### src/rtl/pbs_move_resolve_if.sv
// Handshake and data bundle for the move resolver.
// The driver side (master) issues requests and seeds the LFSR.
// The resolver side (slave) returns status and results.
interface pbs_move_resolve_if;
  logic       start;
  logic       attacker;
  logic [1:0] move;
  logic [3:0] p_hp_in;
  logic [3:0] ai_hp_in;
  logic       seed_ld;
  logic [7:0] seed;
  logic       busy;
  logic       done;
  logic       hit;
  logic       crit;
  logic [3:0] dmg;
  logic [3:0] new_hp;
  logic       target_ko;

  modport master (
    output start, attacker, move, p_hp_in, ai_hp_in, seed_ld, seed,
    input  busy, done, hit, crit, dmg, new_hp, target_ko
  );

  modport slave (
    input  start, attacker, move, p_hp_in, ai_hp_in, seed_ld, seed,
    output busy, done, hit, crit, dmg, new_hp, target_ko
  );
endinterface

### src/rtl/pbs_move_resolve.sv
// Turn-based move resolver: IDLE -> LOOKUP -> ROLL -> APPLY -> DONE.
// It latches the request and looks up the move table.
// It rolls against the LFSR and then applies saturating damage to the target HP.
// Optional feature macro: PBS_CRIT_EN (critical hits double the damage, saturating at 15).
module pbs_move_resolve (
  input  logic              clk,
  input  logic              reset_n,
  pbs_move_resolve_if.slave bus
);
  typedef enum logic [2:0] {
    S_IDLE, S_LOOKUP, S_ROLL, S_APPLY, S_DONE
  } state_t;

  state_t     state_q;
  logic [7:0] lfsr_q, lfsr_d;
  logic [1:0] move_q;
  logic [3:0] tgt_q;
  logic [3:0] base_q, accu_q;
  logic       roll_hit_q;
  logic       hit_q, done_q, ko_q;
  logic [3:0] dmg_q, new_hp_q;
  logic [3:0] tbl_dmg, tbl_accu;
  logic [4:0] eff_w;
  logic [3:0] eff, new_hp_d;
`ifdef PBS_CRIT_EN
  logic       roll_crit_q, crit_q;
`endif

  // Fixed move table: (base damage, accuracy threshold)
  always_comb begin
    tbl_dmg  = 4'd2;
    tbl_accu = 4'd15;
    case (move_q)
      2'd0: begin tbl_dmg = 4'd2; tbl_accu = 4'd15; end
      2'd1: begin tbl_dmg = 4'd4; tbl_accu = 4'd11; end
      2'd2: begin tbl_dmg = 4'd6; tbl_accu = 4'd7;  end
      2'd3: begin tbl_dmg = 4'd9; tbl_accu = 4'd3;  end
      default: ;
    endcase
  end

  // Effective damage and the saturating HP subtraction used in APPLY
  always_comb begin
    eff_w = roll_hit_q ? {1'b0, base_q} : 5'd0;
`ifdef PBS_CRIT_EN
    if (roll_crit_q) eff_w = {base_q, 1'b0};
`endif
    eff      = (eff_w > 5'd15) ? 4'd15 : eff_w[3:0];
    new_hp_d = (tgt_q > eff) ? (tgt_q - eff) : 4'd0;
  end

  // LFSR next value: a seed load wins, otherwise shift once in APPLY; zero seeds become 1
  always_comb begin
    lfsr_d = lfsr_q;
    if (bus.seed_ld)
      lfsr_d = (bus.seed == 8'h00) ? 8'h01 : bus.seed;
    else if (state_q == S_APPLY)
      lfsr_d = {lfsr_q[6:0], lfsr_q[7] ^ lfsr_q[5] ^ lfsr_q[4] ^ lfsr_q[3]};
  end

  // LFSR register
  always_ff @(posedge clk) begin
    if (!reset_n) lfsr_q <= 8'hA5;
    else          lfsr_q <= lfsr_d;
  end

  // Resolver FSM with registered results and a done pulse
  always_ff @(posedge clk) begin
    if (!reset_n) begin
      state_q    <= S_IDLE;
      move_q     <= 2'd0;
      tgt_q      <= 4'd0;
      base_q     <= 4'd0;
      accu_q     <= 4'd0;
      roll_hit_q <= 1'b0;
      hit_q      <= 1'b0;
      dmg_q      <= 4'd0;
      new_hp_q   <= 4'd0;
      ko_q       <= 1'b0;
      done_q     <= 1'b0;
`ifdef PBS_CRIT_EN
      roll_crit_q <= 1'b0;
      crit_q      <= 1'b0;
`endif
    end else begin
      done_q <= 1'b0;
      case (state_q)
        S_IDLE: begin
          if (bus.start) begin
            move_q  <= bus.move;
            tgt_q   <= bus.attacker ? bus.p_hp_in : bus.ai_hp_in;
            state_q <= S_LOOKUP;
          end
        end
        S_LOOKUP: begin
          base_q  <= tbl_dmg;
          accu_q  <= tbl_accu;
          state_q <= S_ROLL;
        end
        S_ROLL: begin
          roll_hit_q <= (lfsr_q[3:0] <= accu_q);
`ifdef PBS_CRIT_EN
          roll_crit_q <= (lfsr_q[3:0] <= accu_q) && (lfsr_q[7:5] == 3'b111);
`endif
          state_q <= S_APPLY;
        end
        S_APPLY: begin
          hit_q    <= roll_hit_q;
          dmg_q    <= eff;
          new_hp_q <= new_hp_d;
          ko_q     <= (new_hp_d == 4'd0);
`ifdef PBS_CRIT_EN
          crit_q   <= roll_crit_q;
`endif
          done_q   <= 1'b1;
          state_q  <= S_DONE;
        end
        S_DONE:  state_q <= S_IDLE;
        default: state_q <= S_IDLE;
      endcase
    end
  end

  assign bus.busy      = (state_q != S_IDLE);
  assign bus.done      = done_q;
  assign bus.hit       = hit_q;
  assign bus.dmg       = dmg_q;
  assign bus.new_hp    = new_hp_q;
  assign bus.target_ko = ko_q;
`ifdef PBS_CRIT_EN
  assign bus.crit      = crit_q;
`else
  assign bus.crit      = 1'b0;
`endif

endmodule

### src/flat_wrapper.sv
// flat-port wrapper written by rule: the top's interface ports become plain ports
module pbs_move_resolve_flat 
  (clk, reset_n, bus_start, bus_attacker, bus_move, bus_p_hp_in, bus_ai_hp_in, bus_seed_ld, bus_seed, bus_busy, bus_done, bus_hit, bus_crit, bus_dmg, bus_new_hp, bus_target_ko);
  pbs_move_resolve_if bus_i ();
  input  logic clk;
  input  logic reset_n;
  input wire logic [$bits(bus_i.start)-1:0] bus_start;
  input wire logic [$bits(bus_i.attacker)-1:0] bus_attacker;
  input wire logic [$bits(bus_i.move)-1:0] bus_move;
  input wire logic [$bits(bus_i.p_hp_in)-1:0] bus_p_hp_in;
  input wire logic [$bits(bus_i.ai_hp_in)-1:0] bus_ai_hp_in;
  input wire logic [$bits(bus_i.seed_ld)-1:0] bus_seed_ld;
  input wire logic [$bits(bus_i.seed)-1:0] bus_seed;
  output wire logic [$bits(bus_i.busy)-1:0] bus_busy;
  output wire logic [$bits(bus_i.done)-1:0] bus_done;
  output wire logic [$bits(bus_i.hit)-1:0] bus_hit;
  output wire logic [$bits(bus_i.crit)-1:0] bus_crit;
  output wire logic [$bits(bus_i.dmg)-1:0] bus_dmg;
  output wire logic [$bits(bus_i.new_hp)-1:0] bus_new_hp;
  output wire logic [$bits(bus_i.target_ko)-1:0] bus_target_ko;
  assign bus_i.start = bus_start;
  assign bus_i.attacker = bus_attacker;
  assign bus_i.move = bus_move;
  assign bus_i.p_hp_in = bus_p_hp_in;
  assign bus_i.ai_hp_in = bus_ai_hp_in;
  assign bus_i.seed_ld = bus_seed_ld;
  assign bus_i.seed = bus_seed;
  assign bus_busy = bus_i.busy;
  assign bus_done = bus_i.done;
  assign bus_hit = bus_i.hit;
  assign bus_crit = bus_i.crit;
  assign bus_dmg = bus_i.dmg;
  assign bus_new_hp = bus_i.new_hp;
  assign bus_target_ko = bus_i.target_ko;
  pbs_move_resolve u_core (.clk(clk), .reset_n(reset_n), .bus(bus_i));
endmodule
### config.mk
export PLATFORM = sky130hd
export DESIGN_NAME = pbs_move_resolve_flat
export DESIGN_NICKNAME = d
export VERILOG_FILES = /design/src/rtl/pbs_move_resolve_if.sv /design/src/rtl/pbs_move_resolve.sv /design/src/flat_wrapper.sv
export SDC_FILE = /design/constraint.sdc
export NUM_CORES = 1
export LEC_CHECK = 0
export ABC_AREA = 1
export CAP_MARGIN = 20
export CORE_ASPECT_RATIO = 0.75
export CORE_MARGIN = 10
export CORE_UTILIZATION = 50
export CTS_CLUSTER_DIAMETER = 50
export DETAILED_ROUTE_END_ITERATION = 8
export PLACE_DENSITY_LB_ADDON = 0.08
export SLEW_MARGIN = 20
export SYNTH_ARGS = -nofsm -noshare
export SYNTH_HDL_FRONTEND = slang
export SYNTH_SLANG_ARGS = --single-unit
export TNS_END_PERCENT = 30
### constraint.sdc
create_clock -name clk -period 3.9 [get_ports clk]
set_input_delay 1.17 -clock clk [delete_from_list [all_inputs] [get_ports clk]]
set_output_delay 1.17 -clock clk [all_outputs]
set_load 0.05 [all_outputs]
==> flow_summary_export.csv, run 1 <==
group,metric,value,unit
logic_synthesis,synth_area_leaders,"dfxtp_1, ha_1, inv_1",
floorplan,rows,18,
sta,fin_skew,8.791,ps
logic_synthesis,synth-seq-cells,33,
clock_tree,cts_made_buffers,5,
floorplan,start_util,52.15,%
clock_tree,cts_tree,"built",
job,max_cap_viol_count,0,
logic_synthesis,synth_edf_count,0,
clock_tree,clock_latency,280,ps
global_route,grt_max_degree,18,
critical_path,cp.arrival,1640,ps
finish,nets,291,
critical_path,criticalPathCategory,"reg -> out",
logic_synthesis,syn-num-nets,258,
clock_tree,clockBufferDepth,2,
logic_synthesis,synth_cells,221,
critical_path,cp.buffers_inverters,2,
floorplan,die_w,87.86,um
critical_path,end_kind,"output port",
logic_synthesis,ys_types,35,
routing,wl_per_cell,12.68,um
pwr,p_leak,0.9243,nW
critical_path,path_delay_family,"buffers and inverters",
placement,gp_congestion,0.7756,
sta,fmax,355.7,MHz
sta,finalWorstSetupSlack,1089,ps
global_route,grt_pass1_wl,6.127,mm
finish,final_cell_mix,"clkdlybuf4s50_1, dfxtp_1, nand2_1, inv_1",
logic_synthesis,synth-main-ff-cell,"dfxtp_1",
sta,worstMarginPinSlew,632.4,ps
clock_tree,cts_sinks,33,
critical_path,path_max_fanout,4,
critical_path,start_kind,"flop",
critical_path,crit_required,2730,ps
routing,drt_iter0_drc,83,
critical_path,max_stage_delay,800,ps
global_route,track_usage,12.04,%
global_route,grt_pass1_vias,1344,
finish,stdcell_count,295,
sta,maxSlewViolCount,0,
sta,finalHoldViolCount,0,
floorplan,die_h,70.89,um
logic_synthesis,ys_warn_count,0,
logic_synthesis,yosysTopAreaCell,"dfxtp_1",
routing,drt_wl_total,3.742,mm
global_route,grt_overflow,0,
finish,utilization,65.16,%
clock_tree,ctsHoldBuffers,0,
clock_tree,path_clk_slew,60,ps
floorplan,die_area,6228,um2
floorplan,core,3311,um2
logic_synthesis,synth_top_area_share,38.26,%
logic_synthesis,syn_avg_cell_area,7.813,um2
routing,vias,1469,
floorplan,io-pin-count,36,
logic_synthesis,synth_area,1727,um2
routing,final_antenna_net_count,0,
routing,drc,0,
routing,routed_via_density,4.980,
clock_tree,post_cts_buffers,0,
sta,finalCriticalPeriod,2811,ps
logic_synthesis,seq_area_frac_synth,38.26,%
clock_tree,ctsResizeCount,0,
outcome,status,"complete, no violations",
logic_synthesis,synthArstFlopShare,0,%
sta,setup_viol,0,
pwr,p_per_area,405.6,nW/um2
sta,fin_setup_tns,0,ps
placement,dp.cells,287,
sta,fin_crit_sh,72.08,%
clock_tree,h-tree-depth,2,
finish,antenna_cells,0,
global_route,antenna_found_initial,0,
critical_path,crit_chain,"inv_1 -> nand2_1 -> clkdlybuf4s50_1",
finish,syn_to_final_growth,24.93,%
routing,drt_first_pass_iters,4,
critical_path,critPathSlowestCell,"clkdlybuf4s50_1",
sta,rsz0062_at_grt,"false",
placement,hpwl,2.946,mm
finish,final_common_cell,"clkdlybuf4s50_1",
pwr,vdd_drop_max,0.2465,mV
sta,slew_headroom,57.79,%
finish,drive_gt1_share,8.627,%
placement,place_ws,1374,ps
placement,portBuffers,34,
hold_path,min_path_type,"reg -> reg",
clock_tree,clockRootBuffer,"clkbuf_8",
pwr,power,0.0008750,W
==> flip-flops by register name, indices dropped and copies added, names as in the netlist <==
signal,count
u_core.accu_q,3
u_core.base_q,2
u_core.bus.dmg,3
u_core.bus.done,1
u_core.bus.hit,1
u_core.bus.new_hp,4
u_core.bus.target_ko,1
u_core.lfsr_q,8
u_core.move_q,2
u_core.roll_hit_q,1
u_core.state_q,3
u_core.tgt_q,4
==> cells in the mapped netlist (3+ instances only) <==
master	number
buf_6	3
ha_1	13
inv_1	28
nand2_1	28
nand3_1	15
nor2_1	19
a21oi_1	19
dfxtp_1	33
o21ai_0	17
a211oi_1	6
inv_2	3
nor3_1	3
buf_2	3
a31oi_1	3
==> where the power goes <==
group	total (W)	internal, W	switching [W]
sequential	0.000384	0.000365	0.0000184
combinational	0.000212	0.0000866	0.000125
clock	0.000280	0.000159	0.000120
total	0.000875	0.000611	0.000264
==> final cells by class <==
type,count,area [um2]
Inverter,32,120.1
Fill cell,290,1154
Timing Repair Buffer,35,347.8
Clock inverter,1,5.005
Tap cell,40,50.05
Multi-Input combinational cell,147,877.1
Sequential cell,33,660.6
Clock buffer,7,96.34
==> layer usage <==
| metal | up-vias | part of all wire [%] | global-route usage (%) |
|---|---|---|---|
| met5 | - | 0 | 0 |
| met1 | 631 | 52 | 16.18 |
| li1 | 794 | - | - |
| met3 | 7 | 6.2 | 4.462 |
| met4 | 0 | 1.2 | 4.240 |
| met2 | 37 | 41 | 17.10 |
==> tightest hold or removal path, stage by stage (launching register included) <==
cell and delay [ps]:
dfxtp_1 320, inv_1 50, a21oi_1 50
==> cell families (layout without fill, tap and decap cells) <==
group                    count (synthesis)  count (layout)  synth area share (%)
AND/OR/NAND/NOR                         77              77                 20.94
AO/OA/AOI/OAI                           50              50                 16.23
buffers and inverters                   41              75                 10.94
flip-flops                              33              33                 38.26
adder cells (fa/ha/maj)                 14              14                 10.58
XOR/XNOR                                 3               3                 1.522
multiplexers                             2               2                 1.304
other                                    1               1                0.2172
==> worst paths after layout <==
check / from / to / slack [ps] / cells past startpoint
setup / recovery: u_core.state_q[0] / bus_busy / 1090 / 3
hold reg to reg: u_core.tgt_q[2] / u_core.tgt_q[2] / 460 / 2
hold / removal: u_core.tgt_q[2] / u_core.tgt_q[2] / 460 / 2
setup reg to reg: u_core.roll_hit_q / u_core.bus.target_ko / 2010 / 10
==> per-stage QoR <==
stage	area [um2]	hold slack [ps]
after floorplan	1727	427.0
after global placement	2056	440.9
after detailed placement	2056	451.3
after CTS	2157	462.4
after global routing	2157	489.3
final	2157	458.9
No activity file was read; power rests on OpenSTA's default activity.
==> run 2: changes to the inputs <==
clock period = 2.9 ns   (was 3.9 ns; I/O delays follow)
==> run 2 against run 1 <==
  * Sequential share of layout area did not move
  * Sequential cell count did not move
  * Critical path depth stayed put
  * Count of clock-buffer cells in the layout stayed put
==> flow_summary_export.csv, run 2 (same netlist as run 1, synthesis figures left out) <==
group,metric,value,unit
outcome,status,"complete, no violations",
finish,utilization,65.16,%
finish,top_register,"u_core.lfsr_q",
clock_tree,post_cts_buffers,0,
critical_path,path_delay_family,"buffers and inverters",
critical_path,crit_required,2030,ps
global_route,grt_max_degree,18,
global_route,use_met2,18.55,%
sta,fin_crit_sh,86.59,%
sta,finalHoldViolCount,0,
pwr,p_seq_share,43.6,%
critical_path,end_kind,"output port",
finish,antenna_cells,0,
critical_path,critPathSlowestCell,"clkdlybuf4s50_1",
finish,drive_gt1_share,8.627,%
floorplan,start_util,52.15,%
critical_path,cp.arrival,1640,ps
finish,design_area,2157,um2
placement,portBuffers,34,
pwr,power.switching,0.0003620,W
sta,rsz0062_at_grt,"false",
finish,final_cell_mix,"clkdlybuf4s50_1, dfxtp_1, nand2_1, inv_1",
critical_path,path_max_fanout,4,
finish,syn_to_final_growth,24.93,%
critical_path,r2r_setup_slack,980,ps
clock_tree,cts_made_buffers,5,
finish,seqCellArea,660.6,um2
finish,nets,291,
floorplan,die_area,6228,um2
floorplan,io-pin-count,36,
global_route,gr-usage-met1,16.17,%
global_route,grt_pass1_wl,6.320,mm
sta,fmax,398.2,MHz
critical_path,cp.buffers_inverters,2,
floorplan,core,3311,um2
pwr,p_int,0.0008220,W
critical_path,crit_chain,"inv_1 -> nand2_1 -> clkdlybuf4s50_1",
clock_tree,ctsResizeCount,0,
clock_tree,path_clk_slew,60,ps
routing,routed_via_density,5.054,
sta,maxSlewViolCount,0,
hold_path,min_path_type,"reg -> reg",
pwr,p_comb_share,24.0,%
finish,multiInputGateArea,877.1,um2
clock_tree,clock_latency,290,ps
placement,hpwl,2.933,mm
finish,fillerInstances,313,
sta,setup_viol,0,
sta,fin_skew,6.819,ps
pwr,power,0.001184,W
global_route,grt_overflow,0,
sta,slew_headroom,57.72,%
clock_tree,ctsHoldBuffers,0,
pwr,p_sw_share,30.57,%
pwr,p_per_area,548.9,nW/um2
clock_tree,cts_sinks,33,
routing,wl_per_cell,12.86,um
pwr,pwr-share-clk,32.4,%
routing,drt_wl_total,3.795,mm
clock_tree,cts_tree,"built",
pwr,p_leak,0.9243,nW
sta,finalCriticalPeriod,2511,ps
global_route,met3_usage,4.119,%
critical_path,max_stage_delay,800,ps
floorplan,die_h,70.89,um
global_route,antenna_found_initial,0,
routing,vias,1491,
clock_tree,h-tree-depth,2,
sta,finalWorstSetupSlack,388.8,ps
clock_tree,clockRootBuffer,"clkbuf_8",
critical_path,start_kind,"flop",
placement,placed_area,2056,um2
floorplan,rows,18,
sta,worstMarginPinSlew,633.6,ps
job,max_cap_viol_count,0,
global_route,track_usage,12.32,%
global_route,busiest_layer,"met2",
finish,largest_reg_flops,8,
routing,final_antenna_net_count,0,
floorplan,die_w,87.86,um
pwr,vdd_drop_max,0.3305,mV
routing,drc,0,
placement,place_ws,687.4,ps
clock_tree,clockBufferDepth,2,
routing,drt_iter0_drc,80,
placement,gp_congestion,0.7821,
finish,final_common_cell,"clkdlybuf4s50_1",
global_route,grt_pass1_vias,1440,
sta,fin_setup_tns,0,ps
routing,drt_first_pass_iters,4,
critical_path,criticalPathCategory,"reg -> out",
[run 2: cell counts in the layout (fill, tap and decap cells not counted)]
Identical to the previous run, type by type.
[run 2: per-stage QoR]
step           hold WS, ps  instances
6_report             453.5        295
5_1_grt              476.8        295
4_1_cts              455.8        295
3_5_place_dp         446.1        287
3_3_place_gp         441.3        287
2_1_floorplan        427.0        221
[run 2: worst reg2reg max path, cell delays in order (launching register included)]
cell and delay [ps]:
dfxtp_1 350, nand2_1 120, inv_1 60, ha_1 200, fa_1 430, nor2_1 120
nor2_1 50, nor2_1 150, nand3_1 130, nand3_1 120, a21oi_2 50
[run 2: path summary, 6_finish.rpt]
kind,start,to,depth (start not counted)
setup / recovery,u_core.state_q[0],bus_busy,3
hold / removal,u_core.tgt_q[2],u_core.tgt_q[2],2
setup reg to reg,u_core.roll_hit_q,u_core.bus.target_ko,10
hold reg to reg,u_core.tgt_q[2],u_core.tgt_q[2],2
[run 2: metal layers]
metal	share of wire, %	wire length (um)	up-vias
met2	42	1578	35
met3	7.1	271	4
met1	50	1905	661
met4	1.0	39	0
met5	0	0	-
li1	-	-	791
[run 2: power by group through the flow]
stage               clock [W]  sequential [W]  combinational [W]
floorplan                   0        0.000537           0.000193
global placement            0        0.000525           0.000282
detailed placement          0        0.000526           0.000284
CTS                  0.000386        0.000516           0.000287
global route         0.000411        0.000521           0.000324
finish               0.000384        0.000516           0.000284
[run 2: area by class of cell]
cell class / count / share of cell area, %
well taps: 40 / 2.320
clock inverters: 1 / 0.2320
inverters: 32 / 5.568
flip-flops and latches: 33 / 30.63
multi-input cells: 147 / 40.66
clock buffers: 7 / 4.466
repair buffers: 35 / 16.13
==> run 3: changes to the inputs <==
CAP_MARGIN = unset   (was 20)
CTS_BUF_LIST = sky130_fd_sc_hd__clkbuf_16   (was unset)
==> run 3 against run 2 <==
  * Fmax is 0.54% higher
  * Design area is 1.7% higher
  * Clock power is 29% higher
  * Via count is 0.60% higher
  * Worst hold slack worse by 0.67 ps
  * Critical endpoint unchanged
  * Highest routed layer unchanged
  * Setup slack better by 13 ps
  * Wire length is 2.3% higher
==> flow_summary_export.csv, run 3 (same netlist as run 1, synthesis figures left out) <==
group,metric,value,unit
critical_path,startpoint,"u_core.state_q[0]",
critical_path,reg2reg_to,"u_core.bus.target_ko",
critical_path,crit_required,2030,ps
routing,wl_per_cell,13.17,um
clock_tree,cts_made_buffers,5,
placement,gp_congestion,0.7821,
finish,syn_to_final_growth,27.03,%
critical_path,start_kind,"flop",
sta,setup_viol,0,
hold_path,min_path_type,"reg -> reg",
global_route,antenna_found_initial,0,
sta,fmax,400.4,MHz
global_route,grt_overflow,0,
routing,drt_wl_total,3.884,mm
clock_tree,h-tree-depth,2,
critical_path,rr_worst_depth,10,
sta,maxSlewViolCount,0,
clock_tree,clockRootBuffer,"clkbuf_16",
finish,utilization,66.25,%
critical_path,criticalPathCategory,"reg -> out",
sta,slew_headroom,59.26,%
floorplan,die_h,70.89,um
critical_path,max_stage_delay,800,ps
sta,worstMarginPinSlew,610.4,ps
finish,drive_gt1_share,7.843,%
clock_tree,cts_tree,"built",
global_route,grt_pass1_wl,6.582,mm
critical_path,critPathSlowestCell,"clkdlybuf4s50_1",
critical_path,path_max_fanout,4,
placement,place_ws,687.4,ps
floorplan,start_util,52.15,%
routing,drt_iter0_drc,94,
critical_path,path_delay_family,"buffers and inverters",
sta,fin_crit_sh,86.13,%
sta,finalHoldViolCount,0,
hold_path,min-delay-start,"u_core.tgt_q[2]",
placement,hpwl,2.933,mm
clock_tree,post_cts_buffers,0,
clock_tree,path_clk_slew,50,ps
sta,rsz0062_at_grt,"false",
critical_path,r2r_setup_slack,980,ps
pwr,p_per_area,591.5,nW/um2
sta,finalWorstSetupSlack,402.3,ps
finish,top_register,"u_core.lfsr_q",
pwr,power,0.001297,W
global_route,track_usage,12.92,%
critical_path,cp.arrival,1630,ps
clock_tree,clockBufferDepth,2,
finish,final_cell_mix,"clkdlybuf4s50_1, dfxtp_1, nand2_1, inv_1",
finish,antenna_cells,0,
clock_tree,cts_sinks,33,
routing,vias,1500,
sta,finalCriticalPeriod,2498,ps
outcome,status,"complete, no violations",
floorplan,core,3311,um2
job,max_cap_viol_count,0,
critical_path,crit_chain,"inv_1 -> nand2_1 -> clkdlybuf4s50_1",
finish,final_common_cell,"clkdlybuf4s50_1",
sta,fin_setup_tns,0,ps
placement,dp.cells,287,
finish,largest_reg_flops,8,
pwr,vdd_drop_max,0.3769,mV
critical_path,rr_startpoint,"u_core.roll_hit_q",
floorplan,io-pin-count,36,
routing,drc,0,
clock_tree,ctsResizeCount,0,
pwr,p_leak,0.9388,nW
hold_path,hold_end,"u_core.tgt_q[2]",
placement,portBuffers,34,
finish,stdcell_count,295,
sta,fin_skew,6.181,ps
routing,drt_first_pass_iters,4,
finish,nets,291,
critical_path,end_kind,"output port",
floorplan,rows,18,
floorplan,die_area,6228,um2
global_route,grt_max_degree,18,
floorplan,die_w,87.86,um
hold_path,hold_depth,2,
clock_tree,ctsHoldBuffers,0,
routing,routed_via_density,5.085,
clock_tree,clock_latency,280,ps
routing,final_antenna_net_count,0,
global_route,grt_pass1_vias,1507,
critical_path,cp.buffers_inverters,2,
[run 3: metrics by stage]
step	area, um2	hold slack [ps]
finish	2193	452.8
global route	2193	473.8
CTS	2193	453.9
detailed placement	2056	446.1
global placement	2056	441.3
floorplan	1727	427.0
[run 3: worst max-delay path by stage]
stage	endpoint	depth (start not counted)
final	bus_busy	3
after global routing	bus_busy	3
after CTS	bus_busy	3
after detailed placement	bus_busy	3
after global placement	bus_busy	3
after floorplan	bus_dmg[3]	1
[run 3: worst register-to-register path, cell delays in order, from the launching register on]
cell and delay (ps):
dfxtp_1 350, nand2_1 120, inv_1 60, ha_1 200, fa_1 430, nor2_1 130, nor2_1 50, nor2_1 150
nand3_1 130, nand3_1 120, a21oi_2 50
[run 3: final cells by class]
type / count / area (um2)
clock buffers: 5 / 125.1
clock inverters: 3 / 12.51
fillers: 302 / 1117
inverters: 32 / 120.1
multi-input cells: 147 / 877.1
flip-flops and latches: 33 / 660.6
well taps: 40 / 50.05
repair buffers: 35 / 347.8
[run 3: report_power, final]
part / total [W] / leakage [nW] / switching, W / internal, W
sequential: 0.000517 / 0.271 / 0.0000251 / 0.000492
combinational: 0.000285 / 0.599 / 0.000169 / 0.000117
clock: 0.000495 / 0.0687 / 0.000185 / 0.000310
[run 3: per-layer routing]
metal / vias to the layer above / wire, um / GRT usage, %
li1: 792 / - / -
met1: 663 / 1873 / 16.17
met2: 38 / 1659 / 19.84
met3: 7 / 307 / 5.149
met4: 0 / 43 / 3.887
met5: - / 0 / 0
